## config.mk

```make
export PLATFORM = sky130hd
export DESIGN_NAME = pwm8_decoder
export DESIGN_NICKNAME = d
export VERILOG_FILES = /design/src/rtl/pwm8_decoder.sv
export SDC_FILE = /design/constraint.sdc
export NUM_CORES = 1
export LEC_CHECK = 0
export ABC_CLOCK_PERIOD_IN_PS = 2100
export BUFFER_PORTS_ARGS = -buffer_cell sky130_fd_sc_hd__buf_2
export CAP_MARGIN = 10
export CORE_MARGIN = 8
export CORE_UTILIZATION = 30
export CTS_BUF_LIST = sky130_fd_sc_hd__clkbuf_2 sky130_fd_sc_hd__clkbuf_4 sky130_fd_sc_hd__clkbuf_8
export CTS_CLUSTER_SIZE = 25
export DETAILED_ROUTE_END_ITERATION = 7
export PLACE_DENSITY_LB_ADDON = 0.3
export SLEW_MARGIN = 25
export SYNTH_ARGS = -nofsm -noshare
export SYNTH_HDL_FRONTEND = slang
export SYNTH_SLANG_ARGS = --single-unit
```

## constraint.sdc

```tcl
create_clock -name clk -period 2.1 [get_ports clk]
set_input_delay 0.21 -clock clk [delete_from_list [all_inputs] [get_ports clk]]
set_output_delay 0.21 -clock clk [all_outputs]
set_load 0.005 [all_outputs]
```

## src/rtl/pwm8_decoder.sv

```systemverilog
// rtl/pwm8_decoder.sv - recovers an 8-bit duty value from a PWM waveform
module pwm8_decoder #(
    parameter int PERIOD  = 256,
    parameter int TOL     = 2,
    parameter int TIMEOUT = 1024
) (
    input  logic       clk,
    input  logic       rst_n,
    input  logic       PWM_sig,
    output logic [7:0] duty,
    output logic       vld,
    output logic       per_err,
    output logic       stuck
);

    localparam int PW = $clog2(TIMEOUT + 1);
    localparam logic [PW-1:0] P_LO  = PW'(PERIOD - TOL);
    localparam logic [PW-1:0] P_HI  = PW'(PERIOD + TOL);
    localparam logic [PW-1:0] P_MAX = PW'(TIMEOUT);
    localparam logic [PW-1:0] P_ONE = PW'(1);

    typedef enum logic [1:0] {
        IDLE = 2'd0,
        HIGH = 2'd1,
        LOW  = 2'd2
    } state_t;

    state_t         state;
    state_t         state_nxt;
    logic           s1;
    logic           s2;
    logic           s3;
    logic [PW-1:0]  pcnt;
    logic [8:0]     hcnt;
    logic           to_done;
    logic           rise;
    logic           fall;
    logic           tmo_evt;
    logic           commit_ok;
    logic           commit_bad;

    assign rise = s2 & ~s3;
    assign fall = ~s2 & s3;

    // to_done keeps the timeout from re-firing while pcnt sits saturated
    always_comb begin
        state_nxt  = state;
        commit_ok  = 1'b0;
        commit_bad = 1'b0;
        tmo_evt    = (pcnt == P_MAX) && !to_done && !rise;
        case (state)
            IDLE: begin
                if (rise) state_nxt = HIGH;
            end
            HIGH: begin
                if (fall) state_nxt = LOW;
            end
            LOW: begin
                if (rise) begin
                    state_nxt = HIGH;
                    if (pcnt >= P_LO && pcnt <= P_HI) commit_ok = 1'b1;
                    else                               commit_bad = 1'b1;
                end
            end
            default: state_nxt = IDLE;
        endcase
        if (tmo_evt) state_nxt = IDLE;
    end

    always_ff @(posedge clk or negedge rst_n) begin
        if (!rst_n) begin
            state   <= IDLE;
            s1      <= 1'b0;
            s2      <= 1'b0;
            s3      <= 1'b0;
            pcnt    <= '0;
            hcnt    <= '0;
            to_done <= 1'b0;
            duty    <= 8'h00;
            vld     <= 1'b0;
            per_err <= 1'b0;
            stuck   <= 1'b0;
        end else begin
            state <= state_nxt;
            s1    <= PWM_sig;
            s2    <= s1;
            s3    <= s2;
            vld   <= 1'b0;

            if (rise) begin
                pcnt    <= P_ONE;
                hcnt    <= 9'd1;
                to_done <= 1'b0;
            end else begin
                if (pcnt != P_MAX) pcnt <= pcnt + P_ONE;
                if (state == HIGH && s2 && hcnt != 9'd511) hcnt <= hcnt + 9'd1;
                if (tmo_evt) to_done <= 1'b1;
            end

            if (commit_ok) begin
                duty    <= hcnt[8] ? 8'hFF : hcnt[7:0];
                vld     <= 1'b1;
                per_err <= 1'b0;
                stuck   <= 1'b0;
            end else if (commit_bad) begin
                per_err <= 1'b1;
            end else if (tmo_evt) begin
                stuck <= 1'b1;
                duty  <= {8{s2}};
                vld   <= 1'b1;
            end
        end
    end

endmodule

```

==> flow_metrics.tcl, run 1 <==
set metrics [dict create \
    status "completed" \
    synth_area_per_cell_sq_um 10.2 \
    combPwrFrac 0.265 \
    p_total_mw 1.81 \
    cp-start-kind "flop" \
    syn_nets 181 \
    synth-edff-count 0 \
    synthDistinctLibCells 30 \
    maxSlewHeadroom 0.455 \
    ys_async_sr_fraction 1.00 \
    syn_area_sq_um 1760 \
    crit_fanout 8 \
    clock_path_buffers 2 \
    clkTransAtPathRegs_ns 0.08 \
    drive_gt1_frac 0.254 \
    slowest_stage "or4_4" \
    cp.arrival_ns 2.30 \
    coreArea_sq_um 5780 \
    synthTopCellsByArea "dfrtp_1 53%, nor2_1 7.0%, mux2i_1 5.7%, xor2_1 5.0%, ha_1 3.6%" \
    drc 0 \
    power_density_nw_per_um2 826 \
    ys_seq_area_frac 0.526 \
    ys_warn_count 0 \
    worst_slack_ns 0.0181 \
    power.switching_mw 0.535 \
    synth_ff_type "dfrtp_1" \
    setup_viol 0 \
    gp_congestion 0.742 \
    sw_frac_of_total 0.295 \
    critPathMaxStageDelay_ns 0.54 \
    io_pins 14 \
    synth_most_common_cell "dfrtp_1" \
    cap_viol_max_count 0 \
    die_x_um 92.6 \
    grt_antenna_before_repair 0 \
    grt_pass1_vias 1275 \
    path_cells "or4_4, or4b_4, nor4b_4, buf_6, a21oi_1, mux2i_1" \
    stdcell_area_sq_um 2190 \
    synth_compound_gate_area_share 0.0668 \
    grt_pass1_wl_um 6090 \
    portBuffers 13 \
    path_buf_inv 1 \
    critPathCaptureType "flop" \
    gr-total-overflow 0 \
    power.internal_mw 1.28 \
    holdWs_ns 0.00412 \
    numCtsBuffers 5 \
    post-synth-top-area-fraction 0.526 \
    max_freq_mhz 480 \
    cts_hold_buf 0 \
    syn_inst 173 \
    min_path_type "input port to async pin" \
    peakVddDrop_mv 0.276 \
    required_ns 2.31 \
    synthToLayoutAreaGrowth_pct 24.4 \
    cts_root_buffer "clkbuf_8" \
    grt_usage 0.0891 \
    ys_ff_latch 37 \
    wl_per_cell_um 13.1 \
    p_seq_frac 0.462 \
    layout_min_cycle_time_ns 2.08 \
    die-height_um 92.6 \
    htree_levels 2 \
    cts_tree "yes" \
    synth-xor-area-share 0.0795 \
    synth_commonest_cells "37 x dfrtp_1, 33 x nor2_1, 13 x nand2_1" \
    vias 1285 \
    clkPwrFrac 0.273 \
    fillers 597 \
    dieArea_sq_um 8580 \
    grt_setup_unrepaired "true" \
    cp_top_family "simple AND/OR/NAND/NOR gates" \
    drt_iter0_drc 74 \
    num_rows 28 \
    dpl-instance-area_sq_um 2070 \
    reg2reg_slack_ns 0.02 \
    leakage_nw 1.02 \
    clkSinkCount 37 \
    synth_top_family_by_area "simple AND/OR/NAND/NOR gates" \
    antennaDiodeCount 0 \
    crit_type "flop to flop" \
    synthMuxAreaShare 0.0568 \
    clock-skew-final_ns 0.0104 \
    rr_worst_depth 6 \
    clk_latency_ns 0.29 \
    slew_violations 0 \
    final.period_utilization 0.991 \
    vias_per_cell 4.52 \
    postRouteAntennaNets 0 \
    utilization 0.379 \
    yosys.area.top_type "dfrtp_1" \
    grt_max_degree 38 \
    r2r-end "duty[1]" \
    place_ws_ns -0.0614 \
    num-nets-final 216 \
    dp_hpwl_um 2580 \
    wl_um 3710 \
    firstDrtPassIters 4 \
    synth_fa_ha_area_frac 0.0355 \
    worst_pin_slew_ns 0.818 \
    initial_utilization 0.305 \
    synth-simple-area-share 0.205 \
    final_hold_viol_count 0 \
    r2r-start "pcnt[3]" \
]
[routing by layer]
layer  share of wire  track usage
met1            0.51        0.117
met2            0.44        0.133
met3           0.024       0.0218
met4           0.019       0.0443
met5               0            0
[power by group through the flow]
stage / clock (mW) / sequential (mW) / combinational, mW
floorplan: 0 / 0.870 / 0.226
global placement: 0 / 0.842 / 0.451
detailed placement: 0 / 0.844 / 0.451
CTS: 0.512 / 0.831 / 0.472
global route: 0.538 / 0.845 / 0.536
finish: 0.495 / 0.836 / 0.480
[final cells by class]
type	instances	area [sq um]	area share
sequential	37	926	0.422
multi-input combinational	123	828	0.378
timing repair buffer	36	239	0.109
tap	75	93.8	0.0428
clock buffer	6	76.3	0.0348
inverter	5	18.8	0.00856
clock inverter	2	10.0	0.00457
[cell usage in the layout (no fill, tap or decap), types with 4 or more instances in the layout]
cell type / n
dfrtp_1: 37
nor2_1: 33
buf_4: 21
buf_2: 14
nand2_1: 13
a21oi_1: 11
xor2_1: 10
mux2i_1: 10
nand3_1: 6
xnor2_1: 6
inv_1: 5
ha_1: 5
clkbuf_8: 5
nor2b_1: 4
[worst max-delay path by stage]
stage	startpoint	end	slack [ns]	depth (start not counted)
6_report	pcnt[3]	duty[1]	0.02	6
5_1_grt	pcnt[3]	duty[6]	-0.11	6
4_1_cts	pcnt[3]	duty[4]	0.008	6
3_5_place_dp	pcnt[3]	duty[4]	-0.06	6
3_3_place_gp	pcnt[3]	duty[3]	-0.03	6
2_1_floorplan	pcnt[0]	duty[5]	-0.07	8
[kinds of logic after synthesis]
group,Yosys count
buf+inv,13
fa+ha+maj,5
flops,37
compound gates,20
mux,10
xor+xnor,16
simple gates,72
[per-stage QoR]
stage | instances | setup TNS, ns
floorplan | 173 | -0.530
global placement | 275 | -0.145
detailed placement | 275 | -0.308
CTS | 283 | 0
global route | 284 | -0.540
finish | 284 | 0
[registers in the layout, summed over array words and instances, names as in the netlist]
register  cells
pcnt         11
hcnt          9
duty          8
state         2
per_err       1
s1            1
s2            1
s3            1
stuck         1
to_done       1
vld           1
[timing repair]
item / CTS / global route
pin swaps: 0 / 1
resized for setup: 2 / 7
endpoints found under the setup margin: 9 / 15
buffers inserted: 0 / 0
cloned: 0 / 1
Note: power is estimated with default switching activity, not from simulation.
==> run 2: changes to the inputs <==
--- a/config.mk
+++ b/config.mk
@@ -6,8 +6,8 @@
 export NUM_CORES = 1
 export LEC_CHECK = 0
 export ABC_CLOCK_PERIOD_IN_PS = 2100
-export BUFFER_PORTS_ARGS = -buffer_cell sky130_fd_sc_hd__buf_2
-export CAP_MARGIN = 10
+export BUFFER_PORTS_ARGS = -buffer_cell sky130_fd_sc_hd__buf_4
+export CAP_MARGIN = 20
 export CORE_MARGIN = 8
 export CORE_UTILIZATION = 30
 export CTS_BUF_LIST = sky130_fd_sc_hd__clkbuf_2 sky130_fd_sc_hd__clkbuf_4 sky130_fd_sc_hd__clkbuf_8
==> run 2 against run 1 <==
  * The run now ends with negative setup slack left
  * Global-route usage grew 0.19 points
  * Power grew 6.8%
  * Routed wire length shrank 0.30%
  * Clock power grew 19%
  * Via count grew 1.6%
  * Flip-flop and latch count is the same
  * Worst hold slack gained 0.024 ns
  * Final cell count grew 1.1%
  * Sequential power is essentially flat
  * First-iteration DRC count shrank 32%
  * Register-to-register slack lost 0.02 ns
  * Fmax shrank 1.1%
  * Largest cell class unchanged
==> flow_metrics.tcl, run 2 (synthesis gave the netlist of run 1 again) <==
set metrics [dict create \
    status "finished, violations left" \
    violations "negative setup slack" \
    dieArea_sq_um 8580 \
    grt_usage 0.0910 \
    vias_per_cell 4.55 \
    layout_common_cells "37 x dfrtp_1, 37 x buf_4, 33 x nor2_1, 13 x nand2_1, 11 x a21oi_1" \
    min_path_type "input port to flop" \
    grt_pass1_wl_um 6330 \
    setup_viol 3 \
    wl_per_cell_um 12.9 \
    leakage_nw 1.04 \
    reg_top3 "pcnt x11, hcnt x9, duty x8" \
    slowest_stage "or4_4" \
    cp-start-kind "flop" \
    r2r-start "pcnt[3]" \
    cts_root_buffer "clkbuf_8" \
    slew_violations 0 \
    crit_fanout 8 \
    power_density_nw_per_um2 848 \
    maxSlewHeadroom 0.689 \
    max_freq_mhz 475 \
    regArea_sq_um 926 \
    postRouteAntennaNets 0 \
    clk_latency_ns 0.29 \
    final_hold_viol_count 0 \
    grt_antenna_before_repair 0 \
    htree_levels 2 \
    largest_reg_flops 11 \
    dp_cells 276 \
    gr-total-overflow 0 \
    crit_type "flop to flop" \
    num-nets-final 220 \
    worst_pin_slew_ns 0.467 \
    vias 1305 \
    rr_worst_depth 6 \
    portBuffers 13 \
    clock-skew-final_ns 0.00856 \
    num_rows 28 \
    io_pins 14 \
    clock_path_buffers 2 \
    crit_start "pcnt[3]" \
    critPathMaxStageDelay_ns 0.55 \
    regMostFlops "pcnt" \
    clkTransAtPathRegs_ns 0.07 \
    required_ns 2.31 \
    grt_pass1_vias 1333 \
    worst_slack_ns -0.00543 \
    die_x_um 92.6 \
    die-height_um 92.6 \
    multi_input_area_sq_um 833 \
    grt_setup_unrepaired "true" \
    drc 0 \
    numCtsBuffers 5 \
    peakVddDrop_mv 0.403 \
    min_from "PWM_sig" \
    grt_max_degree 38 \
    cp.arrival_ns 2.32 \
    drt_iter0_drc 50 \
    drive_gt1_frac 0.264 \
    layout.cells.non_filler 287 \
    coreArea_sq_um 5780 \
    firstDrtPassIters 4 \
    layout_min_cycle_time_ns 2.11 \
    fillers 569 \
    path_cells "or4_4, or4b_4, nor4b_4, buf_6, a21oi_1, mux2i_1" \
    min_path_cells 1 \
    dp_hpwl_um 2560 \
    cts_tree "yes" \
    gp_congestion 0.767 \
    p_total_mw 1.93 \
    cap_viol_max_count 0 \
    final.period_utilization 1.00 \
    antennaDiodeCount 0 \
    utilization 0.394 \
    clkSinkCount 37 \
    critPathCaptureType "flop" \
    initial_utilization 0.305 \
    synthToLayoutAreaGrowth_pct 29.4 \
    wl_um 3700 \
]
## run 2: changes by cell type in the layout (fill, tap and decap cells not counted), sizes merged
cell / before / now
dlygate4sd3: 0 / 1
clkbuf: 6 / 5
buf: 36 / 39
clkinv: 2 / 1
bufinv: 0 / 1
## run 2: through the flow
| step | hold WS, ns | setup TNS (ns) | setup slack (ns) | area (sq um) |
|---|---|---|---|---|
| final | 0.0284 | -0.0106 | -0.00543 | 2280 |
| after global routing | 0.0187 | -0.668 | -0.0996 | 2280 |
| after CTS | 0.0198 | -0.00436 | -0.00241 | 2230 |
| after detailed placement | 0.203 | -0.394 | -0.0673 | 2110 |
| after global placement | 0.203 | -0.154 | -0.0292 | 2110 |
| after floorplan | -0.0856 | -0.530 | -0.0664 | 1780 |
## run 2: area by class of cell
| cell class | count | share of cell area |
|---|---|---|
| clock buffer | 5 | 0.0302 |
| clock inverter | 2 | 0.0154 |
| inverter | 5 | 0.00823 |
| multi-input combinational | 123 | 0.366 |
| sequential | 37 | 0.406 |
| tap | 75 | 0.0412 |
| timing repair buffer | 40 | 0.133 |
## run 2: final timing paths
| kind | endpoint | slack [ns] |
|---|---|---|
| hold reg to reg | s2 | 0.35 |
| setup / recovery | duty[4] | -0.005 |
| max in group asynchronous | per_err | 1.34 |
| min in group asynchronous | duty[2] | 0.43 |
| setup reg to reg | duty[4] | -0.005 |
| hold / removal | s1 | 0.03 |
## run 2: report_power, final
| part | switching (mW) | leakage (nW) | internal [mW] |
|---|---|---|---|
| combinational | 0.245 | 0.497 | 0.263 |
| clock | 0.245 | 0.0540 | 0.345 |
| sequential | 0.0470 | 0.493 | 0.789 |
| total | 0.537 | 1.04 | 1.40 |
## run 2: metal layers
layer  vias to the layer above  wire length (um)  track usage
met1                       622              1860        0.119
li1                        661                 -            -
met2                        16              1690        0.142
met5                         -                 0            0
met3                         6                93       0.0210
met4                         0                55       0.0362
## run 2: critical path, delay by kind of cell (launching register included)
family / cells / cell delay [ns]
buf+inv: 1 / 0.16
mux: 1 / 0.13
flops: 1 / 0.38
compound gates: 1 / 0.05
simple gates: 3 / 1.31
## run 2: repair_timing
action	4_1_cts	5_1_grt
endpoints found under the setup margin	9	15
buffers inserted	0	2
cloned	0	1
pin swaps	0	1
endpoints found under the hold margin	37	0
hold buffers	1	0
resized for setup	3	7
==> run 3: changes to the inputs <==
--- a/config.mk
+++ b/config.mk
@@ -14,6 +14,7 @@
 export CTS_CLUSTER_SIZE = 25
 export DETAILED_ROUTE_END_ITERATION = 7
 export PLACE_DENSITY_LB_ADDON = 0.3
+export SETUP_SLACK_MARGIN = 0.4
 export SLEW_MARGIN = 25
 export SYNTH_ARGS = -nofsm -noshare
 export SYNTH_HDL_FRONTEND = slang
==> run 3 against run 2 <==
  * The flow now finishes without violations
  * Sequential share of layout area decreased by 3.1 points
  * Critical path depth unchanged
  * Die area unchanged
  * Final area increased by 8.4%
  * Combinational power increased by 23%
  * Power increased by 3.0%
  * First-iteration DRC count increased by 34%
  * Global-route usage increased by 0.96 points
  * Flip-flop and latch count unchanged
  * Clock power decreased by 11%
  * Fmax increased by 0.32%
  * Critical endpoint is now duty[6]
==> flow_metrics.tcl, run 3 (synthesis gave the netlist of run 1 again) <==
set metrics [dict create \
    crit_type "flop to flop" \
    wl_per_cell_um 13.6 \
    synthToLayoutAreaGrowth_pct 40.3 \
    clock_path_buffers 2 \
    gr-total-overflow 0 \
    vias 1348 \
    layout.cells.non_filler 295 \
    vias_per_cell 4.57 \
    crit_fanout 8 \
    layout_commonest_cell "buf_4" \
    initial_utilization 0.305 \
    peakVddDrop_mv 0.306 \
    clkTransAtPathRegs_ns 0.08 \
    leakage_nw 1.09 \
    io_pins 14 \
    drive_gt1_frac 0.386 \
    drt_iter0_drc 67 \
    slew_violations 0 \
    cp.arrival_ns 2.31 \
    cts_root_buffer "clkbuf_8" \
    reg_top3 "pcnt x11, hcnt x9, duty x8" \
    cap_viol_max_count 0 \
    largest_reg_flops 11 \
    max_freq_mhz 476 \
    grt_antenna_before_repair 0 \
    clk_latency_ns 0.29 \
    num_rows 28 \
    layout_common_cells "41 x buf_4, 37 x dfrtp_1, 30 x nor2_1, 10 x xor2_1" \
    htree_levels 2 \
    worst_slack_ns 0.00126 \
    fillers 553 \
    cp-start-kind "flop" \
    maxSlewHeadroom 0.642 \
    min_path_type "input port to flop" \
    postRouteAntennaNets 0 \
    drc 0 \
    dieArea_sq_um 8580 \
    gp_congestion 0.746 \
    dp_cells 272 \
    holdWs_ns 0.0304 \
    power_density_nw_per_um2 806 \
    utilization 0.427 \
    cts_tree "yes" \
    dp_hpwl_um 2680 \
    cp_top_family "simple AND/OR/NAND/NOR gates" \
    grt_setup_unrepaired "true" \
    grt_max_degree 38 \
    die_x_um 92.6 \
    die-height_um 92.6 \
    clkSinkCount 37 \
    layout_min_cycle_time_ns 2.10 \
    grt_pass1_vias 1387 \
    critPathCaptureType "flop" \
    slowest_stage "or4_4" \
    status "completed" \
    path_buf_inv 1 \
    place_ws_ns -0.0299 \
    numCtsBuffers 5 \
    wl_um 4010 \
    setup_viol 0 \
    grt_pass1_wl_um 6840 \
    firstDrtPassIters 4 \
    grt_usage 0.101 \
    portBuffers 13 \
    worst_pin_slew_ns 0.532 \
    clock-skew-final_ns 0.00765 \
    critPathMaxStageDelay_ns 0.53 \
    p_total_mw 1.99 \
    antennaDiodeCount 0 \
    regMostFlops "pcnt" \
    reg2reg_slack_ns 0.001 \
    required_ns 2.31 \
    path_cells "or4_4, or4b_4, nor4b_4, buf_6, a21oi_1, mux2i_1" \
    coreArea_sq_um 5780 \
    num-nets-final 227 \
    final.period_utilization 0.999 \
    final_hold_viol_count 0 \
]
## run 3: cell types whose count changed in the layout (fill, tap and decap cells not counted), moves of 3 or more
cell,delta
buf_4,+4
buf_6,+3
nand2_1,-5
nand2_2,+5
nor2_1,-3
## run 3: final timing paths
kind | startpoint | endpoint | depth (start not counted)
setup / recovery | pcnt[3] | duty[6] | 6
hold / removal | PWM_sig | s1 | 1
max in group asynchronous | rst_n | s3 | 2
min in group asynchronous | rst_n | pcnt[0] | 2
setup reg to reg | pcnt[3] | duty[6] | 6
hold reg to reg | s1 | s2 | 0
## run 3: cell type report
| type | instances | area (sq um) | share of cell area |
|---|---|---|---|
| multi-input combinational | 123 | 958 | 0.388 |
| inverter | 5 | 18.8 | 0.00759 |
| timing repair buffer | 47 | 378 | 0.153 |
| clock inverter | 2 | 13.8 | 0.00557 |
| tap | 75 | 93.8 | 0.0380 |
| sequential | 37 | 926 | 0.375 |
| clock buffer | 6 | 82.6 | 0.0334 |
## run 3: routing by layer
metal  track usage  share of wire
met1         0.126           0.49
met2         0.164           0.48
met3        0.0194          0.015
met4        0.0443          0.015
met5             0              0
## run 3: worst reg2reg max path: stages, from the launching register on
cell     delay, ns
dfrtp_1       0.38
or4_4         0.53
or4b_4        0.52
nor4b_4       0.25
buf_6         0.17
a21oi_1       0.05
mux2i_1       0.14
## run 3: through the flow
| stage | setup TNS [ns] | cell area [sq um] |
|---|---|---|
| floorplan | -0.530 | 1820 |
| global placement | -0.000755 | 2110 |
| detailed placement | -0.0584 | 2110 |
| CTS | 0 | 2360 |
| global route | -0.259 | 2470 |
| finish | 0 | 2470 |
## run 3: power by group
part           internal, mW  switching [mW]  leakage (nW)  total [mW]
combinational         0.333           0.294         0.544       0.627
sequential            0.789          0.0487         0.493       0.837
clock                 0.266           0.261        0.0512       0.527
## run 3: repair_timing
item | in CTS | in global routing
cloned | 1 | 0
buffers inserted | 9 | 4
endpoints found under the setup margin | 25 | 25
gates resized for setup | 17 | 17
hold endpoints to repair | 37 | 0
pin swaps | 7 | 7
hold buffers | 1 | 0
